--- src/rtl/timer0_engine_if.sv ---
// ----------------------------------------------------------------------------
// timer0_engine_if
// Purpose : SFR-side bundle between the Timer 0 counting engine and the
//           TL0/TH0 register blocks.
// Signals : i_tl0/i_th0            current register contents (into engine)
//           i_cpu_wr_tl0/_th0      CPU writes the register this cycle
//           o_tl0_wr/o_tl0_val     engine write-back strobe and value for TL0
//           o_th0_wr/o_th0_val     engine write-back strobe and value for TH0
// Modports: master = register side, slave = counting engine.
// Names are written from the engine's point of view (i_ = into engine).
// ----------------------------------------------------------------------------
interface timer0_engine_if;
    logic [7:0] i_tl0;
    logic [7:0] i_th0;
    logic       i_cpu_wr_tl0;
    logic       i_cpu_wr_th0;
    logic       o_tl0_wr;
    logic [7:0] o_tl0_val;
    logic       o_th0_wr;
    logic [7:0] o_th0_val;

    modport master (
        output i_tl0, i_th0, i_cpu_wr_tl0, i_cpu_wr_th0,
        input  o_tl0_wr, o_tl0_val, o_th0_wr, o_th0_val
    );

    modport slave (
        input  i_tl0, i_th0, i_cpu_wr_tl0, i_cpu_wr_th0,
        output o_tl0_wr, o_tl0_val, o_th0_wr, o_th0_val
    );
endinterface

--- src/rtl/timer0_engine.sv ---
// ----------------------------------------------------------------------------
// timer0_engine
// Purpose : 8051 Timer 0 counting engine. Reads TL0/TH0, advances them per
//           TMOD mode on each machine-cycle tick or synchronized T0 falling
//           edge, and writes the result back through one-cycle strobes.
//           Also issues TF0/TF1 set pulses to the TCON logic.
// Ports   : i_clk, i_rst_n   clock, asynchronous active-low reset
//           sfr              timer0_engine_if.slave (TL0/TH0 read, write-back)
//           i_tmod[3:0]      {GATE, C/T, M1, M0}
//           i_tr0, i_tr1     run bits (TR1 only drives TH0 in mode 3)
//           i_int0, i_t0     asynchronous pins, synchronized here
//           o_tf0_set        one-cycle TF0 set pulse
//           o_tf1_set        one-cycle TF1 set pulse (mode 3 TH0 overflow)
// Parameter: CLK_DIV         clocks per machine cycle (>= 2)
// ----------------------------------------------------------------------------
module timer0_engine #(
    parameter int CLK_DIV = 12
) (
    input  logic                  i_clk,
    input  logic                  i_rst_n,
    timer0_engine_if.slave        sfr,
    input  logic [3:0]            i_tmod,
    input  logic                  i_tr0,
    input  logic                  i_tr1,
    input  logic                  i_int0,
    input  logic                  i_t0,
    output logic                  o_tf0_set,
    output logic                  o_tf1_set
);

    localparam int            PW       = (CLK_DIV > 1) ? $clog2(CLK_DIV) : 1;
    localparam logic [PW-1:0] PRE_LAST = PW'(CLK_DIV - 1);

    typedef enum logic [1:0] {
        MODE_13BIT = 2'd0,
        MODE_16BIT = 2'd1,
        MODE_AR8   = 2'd2,
        MODE_SPLIT = 2'd3
    } mode_e;

    // ---- prescaler and pin synchronizers ----
    logic [PW-1:0] r_presc;
    logic          r_t0_s1, r_t0_s2, r_t0_prev;
    logic          r_int0_s1, r_int0_s2;

    logic          w_tick;
    logic          w_t0_fall;
    logic          w_run0;
    logic          w_ev0;
    logic          w_ev_th;
    mode_e         w_mode;
    logic          w_gate;
    logic          w_ct;

    assign w_tick    = (r_presc == PRE_LAST);
    assign w_t0_fall = r_t0_prev & ~r_t0_s2;
    assign w_gate    = i_tmod[3];
    assign w_ct      = i_tmod[2];
    assign w_mode    = mode_e'(i_tmod[1:0]);
    assign w_run0    = i_tr0 & (~w_gate | r_int0_s2);
    assign w_ev0     = w_run0 & (w_ct ? w_t0_fall : w_tick);
    // TH0 as the split-mode timer counts machine cycles under TR1 only.
    assign w_ev_th   = w_tick & i_tr1;

    always_ff @(posedge i_clk or negedge i_rst_n) begin
        if (!i_rst_n) begin
            r_presc   <= '0;
            r_t0_s1   <= 1'b1;
            r_t0_s2   <= 1'b1;
            r_t0_prev <= 1'b1;
            r_int0_s1 <= 1'b1;
            r_int0_s2 <= 1'b1;
        end else begin
            r_presc   <= w_tick ? '0 : r_presc + PW'(1);
            r_t0_s1   <= i_t0;
            r_t0_s2   <= r_t0_s1;
            r_t0_prev <= r_t0_s2;
            r_int0_s1 <= i_int0;
            r_int0_s2 <= r_int0_s1;
        end
    end

    // ---- stage p0: next-value computation from the live register contents ----
    logic [12:0] w_cnt13;
    logic [15:0] w_cnt16;
    logic [7:0]  w_tl0_inc;
    logic [7:0]  w_th0_inc;

    assign w_cnt13   = {sfr.i_th0, sfr.i_tl0[4:0]} + 13'd1;
    assign w_cnt16   = {sfr.i_th0, sfr.i_tl0} + 16'd1;
    assign w_tl0_inc = sfr.i_tl0 + 8'd1;
    assign w_th0_inc = sfr.i_th0 + 8'd1;

    logic       w_tl0_wr_p0;
    logic [7:0] w_tl0_val_p0;
    logic       w_th0_wr_p0;
    logic [7:0] w_th0_val_p0;
    logic       w_tf0_p0;
    logic       w_tf1_p0;

    always_comb begin
        w_tl0_wr_p0  = 1'b0;
        w_tl0_val_p0 = 8'h00;
        w_th0_wr_p0  = 1'b0;
        w_th0_val_p0 = 8'h00;
        w_tf0_p0     = 1'b0;
        w_tf1_p0     = 1'b0;
        unique case (w_mode)
            MODE_13BIT: begin
                if (w_ev0) begin
                    // TL0[7:5] are not part of the 13-bit count and pass through.
                    w_tl0_wr_p0  = 1'b1;
                    w_th0_wr_p0  = 1'b1;
                    w_tl0_val_p0 = {sfr.i_tl0[7:5], w_cnt13[4:0]};
                    w_th0_val_p0 = w_cnt13[12:5];
                    w_tf0_p0     = (w_cnt13 == 13'd0);
                end
            end
            MODE_16BIT: begin
                if (w_ev0) begin
                    w_tl0_wr_p0  = 1'b1;
                    w_th0_wr_p0  = 1'b1;
                    w_tl0_val_p0 = w_cnt16[7:0];
                    w_th0_val_p0 = w_cnt16[15:8];
                    w_tf0_p0     = (w_cnt16 == 16'd0);
                end
            end
            MODE_AR8: begin
                if (w_ev0) begin
                    w_tl0_wr_p0  = 1'b1;
                    w_tf0_p0     = (sfr.i_tl0 == 8'hFF);
                    w_tl0_val_p0 = w_tf0_p0 ? sfr.i_th0 : w_tl0_inc;
                end
            end
            MODE_SPLIT: begin
                if (w_ev0) begin
                    w_tl0_wr_p0  = 1'b1;
                    w_tl0_val_p0 = w_tl0_inc;
                    w_tf0_p0     = (sfr.i_tl0 == 8'hFF);
                end
                if (w_ev_th) begin
                    w_th0_wr_p0  = 1'b1;
                    w_th0_val_p0 = w_th0_inc;
                    w_tf1_p0     = (sfr.i_th0 == 8'hFF);
                end
            end
            default: ;
        endcase
    end

    // ---- stage p1: registered strobes, values and flag pulses ----
    logic       r_tl0_wr_p1;
    logic [7:0] r_tl0_val_p1;
    logic       r_th0_wr_p1;
    logic [7:0] r_th0_val_p1;
    logic       r_tf0_p1;
    logic       r_tf1_p1;

    always_ff @(posedge i_clk or negedge i_rst_n) begin
        if (!i_rst_n) begin
            r_tl0_wr_p1  <= 1'b0;
            r_tl0_val_p1 <= 8'h00;
            r_th0_wr_p1  <= 1'b0;
            r_th0_val_p1 <= 8'h00;
            r_tf0_p1     <= 1'b0;
            r_tf1_p1     <= 1'b0;
        end else begin
            r_tl0_wr_p1  <= w_tl0_wr_p0;
            r_tl0_val_p1 <= w_tl0_val_p0;
            r_th0_wr_p1  <= w_th0_wr_p0;
            r_th0_val_p1 <= w_th0_val_p0;
            r_tf0_p1     <= w_tf0_p0;
            r_tf1_p1     <= w_tf1_p0;
        end
    end

    // A CPU write in the strobe cycle wins; that increment is dropped but the
    // overflow flag pulse still goes out.
    assign sfr.o_tl0_wr  = r_tl0_wr_p1 & ~sfr.i_cpu_wr_tl0;
    assign sfr.o_th0_wr  = r_th0_wr_p1 & ~sfr.i_cpu_wr_th0;
    assign sfr.o_tl0_val = r_tl0_val_p1;
    assign sfr.o_th0_val = r_th0_val_p1;
    assign o_tf0_set     = r_tf0_p1;
    assign o_tf1_set     = r_tf1_p1;

endmodule

--- src/flat_wrapper.sv ---
// flat-port wrapper written by rule: the top's interface ports become plain ports
module timer0_engine_flat 
#(
    parameter int CLK_DIV = 12
)
  (i_clk, i_rst_n, i_tmod, i_tr0, i_tr1, i_int0, i_t0, o_tf0_set, o_tf1_set, sfr_i_tl0, sfr_i_th0, sfr_i_cpu_wr_tl0, sfr_i_cpu_wr_th0, sfr_o_tl0_wr, sfr_o_tl0_val, sfr_o_th0_wr, sfr_o_th0_val);
  timer0_engine_if sfr_i ();
  input  logic i_clk;
  input  logic i_rst_n;
  input  logic [3:0] i_tmod;
  input  logic i_tr0;
  input  logic i_tr1;
  input  logic i_int0;
  input  logic i_t0;
  output logic o_tf0_set;
  output logic o_tf1_set;
  input wire logic [$bits(sfr_i.i_tl0)-1:0] sfr_i_tl0;
  input wire logic [$bits(sfr_i.i_th0)-1:0] sfr_i_th0;
  input wire logic [$bits(sfr_i.i_cpu_wr_tl0)-1:0] sfr_i_cpu_wr_tl0;
  input wire logic [$bits(sfr_i.i_cpu_wr_th0)-1:0] sfr_i_cpu_wr_th0;
  output wire logic [$bits(sfr_i.o_tl0_wr)-1:0] sfr_o_tl0_wr;
  output wire logic [$bits(sfr_i.o_tl0_val)-1:0] sfr_o_tl0_val;
  output wire logic [$bits(sfr_i.o_th0_wr)-1:0] sfr_o_th0_wr;
  output wire logic [$bits(sfr_i.o_th0_val)-1:0] sfr_o_th0_val;
  assign sfr_i.i_tl0 = sfr_i_tl0;
  assign sfr_i.i_th0 = sfr_i_th0;
  assign sfr_i.i_cpu_wr_tl0 = sfr_i_cpu_wr_tl0;
  assign sfr_i.i_cpu_wr_th0 = sfr_i_cpu_wr_th0;
  assign sfr_o_tl0_wr = sfr_i.o_tl0_wr;
  assign sfr_o_tl0_val = sfr_i.o_tl0_val;
  assign sfr_o_th0_wr = sfr_i.o_th0_wr;
  assign sfr_o_th0_val = sfr_i.o_th0_val;
  timer0_engine #(.CLK_DIV(CLK_DIV)) u_core (.i_clk(i_clk), .i_rst_n(i_rst_n), .sfr(sfr_i), .i_tmod(i_tmod), .i_tr0(i_tr0), .i_tr1(i_tr1), .i_int0(i_int0), .i_t0(i_t0), .o_tf0_set(o_tf0_set), .o_tf1_set(o_tf1_set));
endmodule
--- config.mk ---
export PLATFORM = sky130hd
export DESIGN_NAME = timer0_engine_flat
export DESIGN_NICKNAME = d
export VERILOG_FILES = /design/src/rtl/timer0_engine_if.sv /design/src/rtl/timer0_engine.sv /design/src/flat_wrapper.sv
export SDC_FILE = /design/constraint.sdc
export NUM_CORES = 1
export LEC_CHECK = 0
export BUFFER_PORTS_ARGS = -buffer_cell sky130_fd_sc_hd__clkbuf_2
export CELL_PAD_IN_SITES_DETAIL_PLACEMENT = 1
export CELL_PAD_IN_SITES_GLOBAL_PLACEMENT = 2
export CORE_MARGIN = 2
export CORE_UTILIZATION = 32
export CTS_BUF_LIST = sky130_fd_sc_hd__clkbuf_16
export DETAILED_ROUTE_END_ITERATION = 10
export PLACE_DENSITY = 0.77
export REMOVE_ABC_BUFFERS = 1
export SYNTH_ARGS = -nofsm -noshare
export SYNTH_HDL_FRONTEND = slang
export SYNTH_SLANG_ARGS = --single-unit
--- constraint.sdc ---
create_clock -name i_clk -period 2.35 [get_ports i_clk]
set_clock_uncertainty 0.1 [all_clocks]
set_input_delay 0.5875 -clock i_clk [delete_from_list [all_inputs] [get_ports i_clk]]
set_output_delay 0.5875 -clock i_clk [all_outputs]
set_load 0.03 [all_outputs]
* After elaboration in Yosys (flattened, before gate mapping)
Index checks and enable logic that the tools add are counted.
** Cells by class
- $add $sub $neg :: 5
- Equal/unequal tests :: 6
- Muxes and demuxes :: 22
- Bitwise operators :: 11
- Reductions and logical operators :: 6
** Operators with widths (number)
- two-way mux 8 bit :: 8
- case mux 8 bit (4 select lines) :: 1
- case mux 8 bit (3 select lines) :: 1
- adder 16 x 1 -> 16 bit (second input constant) :: 1
- adder 8 x 1 -> 8 bit (second input constant) :: 2
- equality test 8 bit (second input constant) :: 2
- logical NOT 16 bit :: 1
- adder 13 x 1 -> 13 bit (second input constant) :: 1
- logical NOT 13 bit :: 1
- two-way mux 1 bit :: 9
- AND 1 bit :: 6
- adder 4 x 1 -> 4 bit (second input constant) :: 1
- equality test 2 bit (second input constant) :: 2
- equality test 4 bit (second input constant) :: 1
- two-way mux 4 bit :: 1
- NOT 1 bit :: 4
- OR reduction 2 bit :: 2
- OR reduction 4 bit :: 1
- case mux 1 bit (3 select lines) :: 1
- equality test 2 x 1 -> 1 bit (second input constant) :: 1
- logical NOT 2 bit :: 1
- case mux 1 bit (2 select lines) :: 1
- bitwise OR 1 bit :: 1
** Storage, ports and cells
- Register bits :: 29
- Bits of input ports :: 28

* Depth between registers and ports, before layout
Gate-level depths: netlist of the first run.
- Word-level depth :: 6
- Depth in mapped cells :: 9

* Least setup slack after synthesis of the first run
OpenSTA, ideal clock, no wires.
- Path kind :: input to register
- Start point :: input port sfr_i_tl0[0]
- End point :: register u_core.r_tf0_p1 (netlist: u_core.o_tf0_set)
- Library setup time :: 65 ps
- Arrival time :: 2064 ps
- Data required time :: 2185 ps
- Slack :: 121 ps
- Stages :: 8
- Path buffers :: 1
- Cell sequence :: ha_1 and4_4 buf_6 a2111oi_2 a211o_2 o221ai_2 a2111oi_2 o22a_1
** On the way
- Cells in the longest elaborated chain, start to end :: 4
- Elaborated cells between the ends (all ways) :: 9
** RTL lines
- start, declared :: line flat_wrapper.sv:17 : input wire logic [$bits(sfr_i.i_tl0)-1:0] sfr_i_tl0;
- adder 16 x 1 -> 16 bit / adder 13 x 1 -> 13 bit (equally long branches) :: line timer0_engine.sv:90, timer0_engine.sv:89
- logical NOT 16 bit / logical NOT 13 bit (equally long branches) :: line timer0_engine.sv:125, timer0_engine.sv:116
- two-way mux 1 bit (on tied branches) :: line timer0_engine.sv:120, timer0_engine.sv:110
- case mux 1 bit (3 select lines) * :: line timer0_engine.sv:108 : unique case (w_mode)
- via u_core.w_tf0_p0 :: line timer0_engine.sv:98 : logic w_tf0_p0;
- end signal, assigned :: line timer0_engine.sv:172 : r_tf0_p1 <= w_tf0_p0;
- end, declared :: line timer0_engine.sv:156 : logic r_tf0_p1;
The timed path passes the listed nets; every way through them passes the cells marked *.

* Worst setup path in the final report of the first run
Same ends and word-level chain as after synthesis.

==> results.txt, run 1 <==
- Of the total synthesized cell area, the portion taken by AND, OR, NAND and NOR gates is 0.247.
* Fmax achieved: approximately 470 MHz
* Wire length of the first global-routing pass: 10400 µm
- The detailed router finished its first iteration with 66 violations.
* CTS root buf: sky130_fd_sc_hd__clkbuf_16
* Number of antenna repair diodes: 0
- Layout Area Growth over Synthesis: 23.8%
* Top-Level Pins: between 40 and 50
- Setup repair after global routing missed its margin: false
- Fin. Hold Viols: 0
* Number of synthesized register bits: 29
* Tot GR Track Use: 0.185
* Asr flop ratio synth: 1.00
* Starting utilization of the core area: 0.329
* PnR Total Power: 1.46 mW
- In the layout the commonest cells are sky130_fd_sc_hd__clkbuf_2 (47), sky130_fd_sc_hd__dfrtp_1 (24), sky130_fd_sc_hd__nor2_1 (20), sky130_fd_sc_hd__nand2_1 (20), sky130_fd_sc_hd__buf_4 (20).
- Count of buffers added by post-CTS timing repair for setup: 0
- Detailed-routing iteration count for the pre-antenna-repair pass: 4
* Num Clock Sinks: 29
- Setup violations remaining at the end of the flow were counted as 0.
- STA classifies the critical path startpoint as an input port.
- The analysis attributes to cell leakage a power of around 1.1 nW.
- Dividing the final minimum period by the clock period gives 0.897.
- Once layout is complete, the cells apart from fillers number 360.
- Total Negative Setup Slacks: 0 ns
* Maximum capacitance violations: 0
* Share of the synthesized area in compound gates (AO/OA/AOI/OAI): 0.201
- Type of element capturing the critical path: register
* Detail Placement HPWL: 4770 µm
- OpenSTA, run right after detailed placement, puts the worst setup slack at -0.104 ns.
- Most common cell after layout, fill and taps aside: sky130_fd_sc_hd__clkbuf_2
- On the final layout, the worst hold slack is about 0.25 ns.
- Dividing total power by cell area gives a power density of between 500 and 600 nW/µm².
- Proportion of layout cells with a drive suffix above 1: 0.343
* Mean area per synthesized cell: around 9.1 µm²
- Post-DR vias/cell: around 5.4
* Clock Path Buffers: 2
- Number of DRC violations after detailed routing: 0
* CTS tree: done
- Run status: finished clean
- The worst hold path belongs to the class register to register.
- Entering global routing, the biggest net connects 30 pins.
- By area, the combinational part of the netlist is dominated by simple AND/OR/NAND/NOR gates.
* CTS buffer count: 5
- Chip Height: around 84 µm
* Arrival time reported for the critical path endpoint: around 2.2 ns
- Cell area reported after detailed placement: ~2400 µm²
- Area leader, netlist: sky130_fd_sc_hd__dfrtp_1
- Synthesis Warnings: 0
- The worst path meets setup with around 0.24 ns of slack.
* Post-layout net count: ~310
- Of the synthesized area, sequential elements account for 0.355.
- Peak supply drop: roughly 0.25 mV
- Final cell utilization of the core: 0.407
- The netlist uses 57 different library cells.
- The number of global-route vias before repair is between 2000 and 2500.
- The clock tree synthesis step divided the H-tree into 2 levels.
* Worst-Skew Late Latency: approximately 0.27 ns
- Leading register cell type out of synthesis: sky130_fd_sc_hd__dfrtp_1
* Post-detailed-route count of antenna-violating nets: 0
- The critical path is of the input port to register type.
* Area share of the largest cell type after synthesis: 0.291
- After detailed routing, the total wire length is approximately 6100 µm.
- At the worst endpoint, the required time is 2.47 ns.
* Number of antenna violations at the first check in global routing: 0
- The multi-input combinational cells in the finished layout cover a total of 1130 µm².
- Critical-path maximum fanout: 6
* Share of cell area taken by muxes after synthesis: 0.00546
* Least-Margin Pin Slew: ~0.74 ns
* Adder and majority cell fraction of the synthesized area: 0.0243
- Total of fill cells in the finished design: about 760
- Cells after synthesis: ~230
* RePlAce Congestion: between 0.9 and 1
- Number of placed instances with taps included: 352
- After detailed routing, the average wire length per cell comes to approximately 17 µm.
- Registers take about 730 µm².
* Summed instance area of the synthesized netlist: slightly above 2000 µm²
* Area of the core: about 6300 µm²
- Of the total synthesized cell area, the portion taken by XOR and XNOR cells is 0.0679.
- Via count: between 1500 and 2000
- Die outline width: around 84 µm
* EDFF count, synth: 0
- Port Buf Inserts: 47
- Top post-synthesis cells by area: sky130_fd_sc_hd__dfrtp_1 (29%), sky130_fd_sc_hd__dfstp_2 (6.4%), sky130_fd_sc_hd__xnor2_1 (5.9%)
- Clock-pin slew on the worst setup and hold paths: 0.06 ns
- Total overflow reported by the global router: 0
- DIE AREA: ~7000 µm²
* Final Max Tran Viols: 0
- For the finished layout, the period the worst path requires is between 2 and 2.5 ns.
* Final standard cell area without fillers: 2550 µm²
- In this run the tightest slew margin relative to its limit is 0.508.
- After floorplanning, the core was divided into 29 placement rows.
==> worst paths after layout <==
check	startpoint	to	slack [ns]	depth (start not counted)
min in group asynchronous	i_rst_n	u_core.o_tf0_set	0.27	1
hold / removal	u_core.r_int0_s1	u_core.r_int0_s2	0.25	0
hold reg to reg	u_core.r_int0_s1	u_core.r_int0_s2	0.25	0
setup reg to reg	u_core.r_presc[0]	u_core.o_tf0_set	0.27	7
max in group asynchronous	i_rst_n	u_core.sfr.o_th0_val[7]	1.40	1
setup / recovery	sfr_i_tl0[0]	u_core.o_tf0_set	0.24	8
==> cell type report <==
cell class              instances  area share
inverters                       6     0.00881
multi-input cells             172       0.443
clock buffers                   5      0.0490
repair buffers                 68       0.159
clock inverters                 3      0.0162
flip-flops and latches         29       0.286
well taps                      77      0.0377
==> cell usage after synthesis, drive strengths merged (2+ instances only) <==
cell type   n
xnor2      14
nand3       8
a2111oi     2
dfstp       5
ha          4
a211oi      3
a21oi      17
nor2       22
nand2      20
clkbuf      7
inv         6
nor4        5
nor2b       2
and4        2
and2        2
a31oi       2
nand2b      3
nor3       10
a41oi       5
xor2        2
and3       10
nand4       5
buf        11
dfrtp      24
a311oi      4
o21ai      12
==> per-layer routing <==
layer | share of wire | track usage | up-vias
met5 | 0 | 0 | -
met4 | 0.018 | 0.0821 | 0
met3 | 0.037 | 0.0246 | 8
met2 | 0.50 | 0.318 | 53
met1 | 0.45 | 0.230 | 944
li1 | - | - | 937
==> state kept, by name, indices dropped and copies added (netlist names) <==
| register | cells |
|---|---|
| u_core.o_tf0_set | 1 |
| u_core.r_int0_s1 | 1 |
| u_core.r_tl0_wr_p1 | 1 |
| u_core.r_t0_s1 | 1 |
| u_core.sfr.o_tl0_val | 8 |
| u_core.sfr.o_th0_val | 8 |
| u_core.r_int0_s2 | 1 |
| u_core.r_t0_prev | 1 |
| u_core.o_tf1_set | 1 |
| u_core.r_th0_wr_p1 | 1 |
| u_core.r_presc | 4 |
| u_core.r_t0_s2 | 1 |
==> kinds of logic (layout without fill, tap and decap cells) <==
group | count (synthesis) | after routing
buf+inv | 25 | 82
compound gates | 58 | 58
xor+xnor | 16 | 16
flops | 29 | 29
fa+ha+maj | 4 | 4
mux | 1 | 1
simple gates | 93 | 93
==> timing repair <==
item	in CTS	in global routing
resized for setup	0	1
endpoints found under the hold margin	0	0
setup endpoints to repair	0	1
hold buffers	0	0
==> worst max-delay path, stage by stage <==
cell                       delay (ns)
sky130_fd_sc_hd__clkbuf_2        0.09
sky130_fd_sc_hd__ha_1            0.20
sky130_fd_sc_hd__nand4_1         0.27
sky130_fd_sc_hd__buf_4           0.26
sky130_fd_sc_hd__nor3_1          0.22
sky130_fd_sc_hd__xor2_1          0.10
sky130_fd_sc_hd__nor4_1          0.30
sky130_fd_sc_hd__o22a_1          0.18
==> report_power, final <==
group | switching (mW) | leakage (nW) | internal (mW)
sequential | 0.00348 | 0.379 | 0.517
clock | 0.222 | 0.0775 | 0.495
combinational | 0.142 | 0.675 | 0.0823
Note: power is estimated with default switching activity, not from simulation.
==> run 2, diff against run 1 <==
Settings changed: ABC_AREA set to 1, CORE_UTILIZATION 32 to 29, CTS_CLUSTER_DIAMETER set to 100.
==> results.txt, run 2 <==
- In the final routed layout, each cell accounts on average for between 15 and 20 µm.
- Area leader, netlist: sky130_fd_sc_hd__dfrtp_1
* Number of hold buffers added after CTS: 0
* Chip Height: 87.4 µm
- Proportion of layout cells with a drive suffix above 1: 0.248
- Once detailed placement completed, the half-perimeter wirelength came to 5630 µm.
- For flop-to-flop paths, the worst setup slack is about 0.58 ns.
- The total overflow left after global routing is 0.
- Number of DRC violations after detailed routing: 0
* Number of different library cells in the post-synthesis netlist: 31
- After clock tree synthesis, the clock-pin slew on the worst setup and hold paths is ~0.050 ns.
- Count of placed standard cells in the final layout, fillers left out: roughly 430
* Post-layout min period: roughly 2.0 ns
- Critical Setup Path Class: input port to register
- For this run, the number of Yosys warnings is 0.
- The first global-routing pass estimated about 11000 µm of wire.
- Slowest cell delay on critical path: around 0.29 ns
- Total number of cells along the worst setup path: 10
- Before CTS, the worst setup slack after placement is approximately 0.06 ns.
- Hold WC Path Type: register to register
- The number of antenna diodes in the final layout is 0.
* Total of fill cells in the finished design: roughly 890
- In the final layout, flip-flops and latches occupy 732 µm².
- Maximum capacitance violations: 0
- Fin. Hold Viols: 0
- Summed over all layers, the routed wires come to slightly below 7000 µm.
- Share of cell area taken by muxes after synthesis: 0
- Most common cell in the netlist: sky130_fd_sc_hd__nand2_1
- PD cells: about 530 nW/µm²
- Crit path required time: between 2 and 2.5 ns
* Fmax achieved: 499 MHz
- Once the clock tree was built, the setup fixing pass inserted 0 buffers.
- Final Max Tran Viols: 0
- Top-Level Pins: 48
* Type of element capturing the critical path: register
- Final cycle utilization of the critical path: 0.853
- Worst-Skew Late Latency: between 0.2 and 0.3 ns
- For the final routed database, the setup TNS stands at 0 ns.
- Top post-synthesis cells by area: sky130_fd_sc_hd__dfrtp_1 (30%), sky130_fd_sc_hd__nand2_1 (13%), sky130_fd_sc_hd__nand3_1 (9.7%)
- Dividing the synthesized area by the synthesized cell count gives between 6 and 7 µm².
- Slack of the critical path: 0.345 ns
- Parity-gate share of the synthesized area counting xor and xnor cells: 0.0261
- Simple-gate share of the synthesized area: 0.392
- The tree is rooted in a sky130_fd_sc_hd__clkbuf_16.
* Least-Margin Pin Slew: approximately 0.72 ns
- At the end of the flow the core is filled with cells to 0.371.
- The slowest stage of the critical path is the sky130_fd_sc_hd__ha_1 cell.
* PnR Total Power: roughly 1.3 mW
* Summed instance area of the synthesized netlist: 2020 µm²
* Cts repair resizes: 0
* Post-detailed-route count of antenna-violating nets: 0
* Leading register cell type out of synthesis: sky130_fd_sc_hd__dfrtp_1
* Most common cell after layout, fill and taps aside: sky130_fd_sc_hd__nand2_1
- Critical path startpoint category: input port
- Dividing the detail-routed via count by the number of cells gives slightly below 5.
- In this run the number of H-tree levels came out at 2.
- For this design, the sink count on the clock tree is 29.
* EDFF count, synth: 0
- Endpoint of the most critical register-to-register path: u_core.sfr.o_th0_val[6]
* Gate family responsible for the most delay along the worst path: simple AND/OR/NAND/NOR gates
* Site row count: 30
- TritonCTS built the clock tree.
- Area of the core: slightly below 7000 µm²
- The die covers ~7600 µm².
- For this run, the detailed router's first-pass iteration total came to 4.
* Critical R2R Launch: u_core.r_presc[0]
* Clock Path Buffers: 2
- Area share of the largest cell type after synthesis: 0.298
* Largest net degree at the start of global routing: 30
- Final setup violation count: 0
* Cells after synthesis: just under 300
- At the worst endpoint, the arrival time is between 2 and 2.5 ns.
* Critical Path Source: sfr_i_tl0[0]
- Detailed routing inserted a total of between 2000 and 2500 vias.
- Across the VDD grid, the largest voltage drop is roughly 0.23 mV.
- Post-layout net count: approximately 380
- Walking the worst path, the cells encountered are clkbuf_2 > ha_1 > nand2_2 > nor2_8 > nand2_2 > inv_1 > nand2_1 > inv_2 > nand2_1 > a21oi_1.
* Number of antenna violations at the first check in global routing: 0
- The area growth from synthesis to layout is 24.1%.
* Setup repair after global routing missed its margin: false
- The fraction of the mapped netlist area in compound gates came to 0.108.
- Adder and majority cell fraction of the synthesized area: 0.0248
- Leakage power of the design: approximately 1.3 nW
* Commonest cells after routing, fill and taps aside: sky130_fd_sc_hd__nand2_1 (71), sky130_fd_sc_hd__clkbuf_2 (47), sky130_fd_sc_hd__nand3_1 (39)
- Run status: finished clean
- Following the worst setup path forward leads to its endpoint at u_core.sfr.o_tl0_val[4].
* Cell count of the worst reg-to-reg path: 8
- Of the synthesized area, sequential elements account for 0.363.
- The number of global-route vias before repair is approximately 2200.
- Asr flop ratio synth: 1.00
* Number of synthesized register bits: 29
- Number of placed instances with taps included: roughly 420
- CTS buffer count: 5
- CP Buf/Inv Count: 3
- After synthesis, the most frequently instantiated cells are sky130_fd_sc_hd__nand2_1 (71), sky130_fd_sc_hd__nand3_1 (39), sky130_fd_sc_hd__inv_1 (36).
* Critical-path maximum fanout: 8
- Dominant combinational cell family by area after synthesis: simple AND/OR/NAND/NOR gates
- Detailed Route Iter0 Violations: 68
* Starting utilization of the core area: 0.299
- Max_slew headroom: 0.519
- Routability-driven placement finished with a final weighted congestion of roughly 0.89.
- The die is between 80 and 90 µm wide.
* Area occupied by multi-input gates: ~1100 µm²
* Tot GR Track Use: 0.192
* Port Buf Inserts: 47
[run 2: cell types whose count changed after synthesis, sizes merged, moves of 5 or more]
cell and delta:
nand2 +59, inv +34, nand3 +31, nor2 +21
xnor2 -13, and3 -10, buf -8, nor3 -8
a21oi -7, clkbuf -6, o21ai +6, a41oi -5
nor4 -5
[run 2: how the worst min path moves through the flow]
| stage | from | endpoint | slack [ns] | cells after the start |
|---|---|---|---|---|
| 3_3_place_gp | u_core.r_t0_s1 | u_core.r_t0_s2 | 0.25 | 0 |
| 5_1_grt | u_core.r_t0_s1 | u_core.r_t0_s2 | 0.26 | 0 |
| 3_5_place_dp | u_core.r_t0_s1 | u_core.r_t0_s2 | 0.25 | 0 |
| 2_1_floorplan | i_rst_n | u_core.o_tf0_set | 0.19 | 0 |
| 6_report | u_core.r_t0_s1 | u_core.r_t0_s2 | 0.25 | 0 |
| 4_1_cts | u_core.r_t0_s1 | u_core.r_t0_s2 | 0.25 | 0 |
[run 2: cell type report]
cell class                      instances  share of cell area
Multi-Input combinational cell        218               0.444
Clock buffer                            5              0.0500
Clock inverter                          3             0.00500
Timing Repair Buffer                   52               0.109
Sequential cell                        29               0.292
Tap cell                               80              0.0400
Inverter                               40              0.0600
[run 2: cells by family (layout without fill, tap and decap cells)]
logic type,count (synthesis),count (layout)
fa+ha+maj,4,4
simple gates,170,170
buf+inv,44,100
flops,29,29
compound gates,38,38
xor+xnor,6,6
[run 2: per-stage QoR]
step	cell area (µm²)	hold slack (ns)
after global routing	2500	0.258
after floorplan	1990	0.192
final	2500	0.253
after CTS	2500	0.254
after global placement	2370	0.246
after detailed placement	2370	0.247
[run 2: power breakdown]
group | internal [mW] | switching (mW) | total (mW)
Clock | 0.381 | 0.212 | 0.594
Sequential | 0.516 | 0.00336 | 0.520
Combinational | 0.0646 | 0.161 | 0.226
Total | 0.962 | 0.377 | 1.34
[run 2: metal layers]
layer,wire length [µm],GRT usage,vias up
li1,-,-,1052
met1,3120,0.250,1010
met2,3420,0.330,51
met3,221,0.0237,10
met4,118,0.0559,0
met5,0,0,-
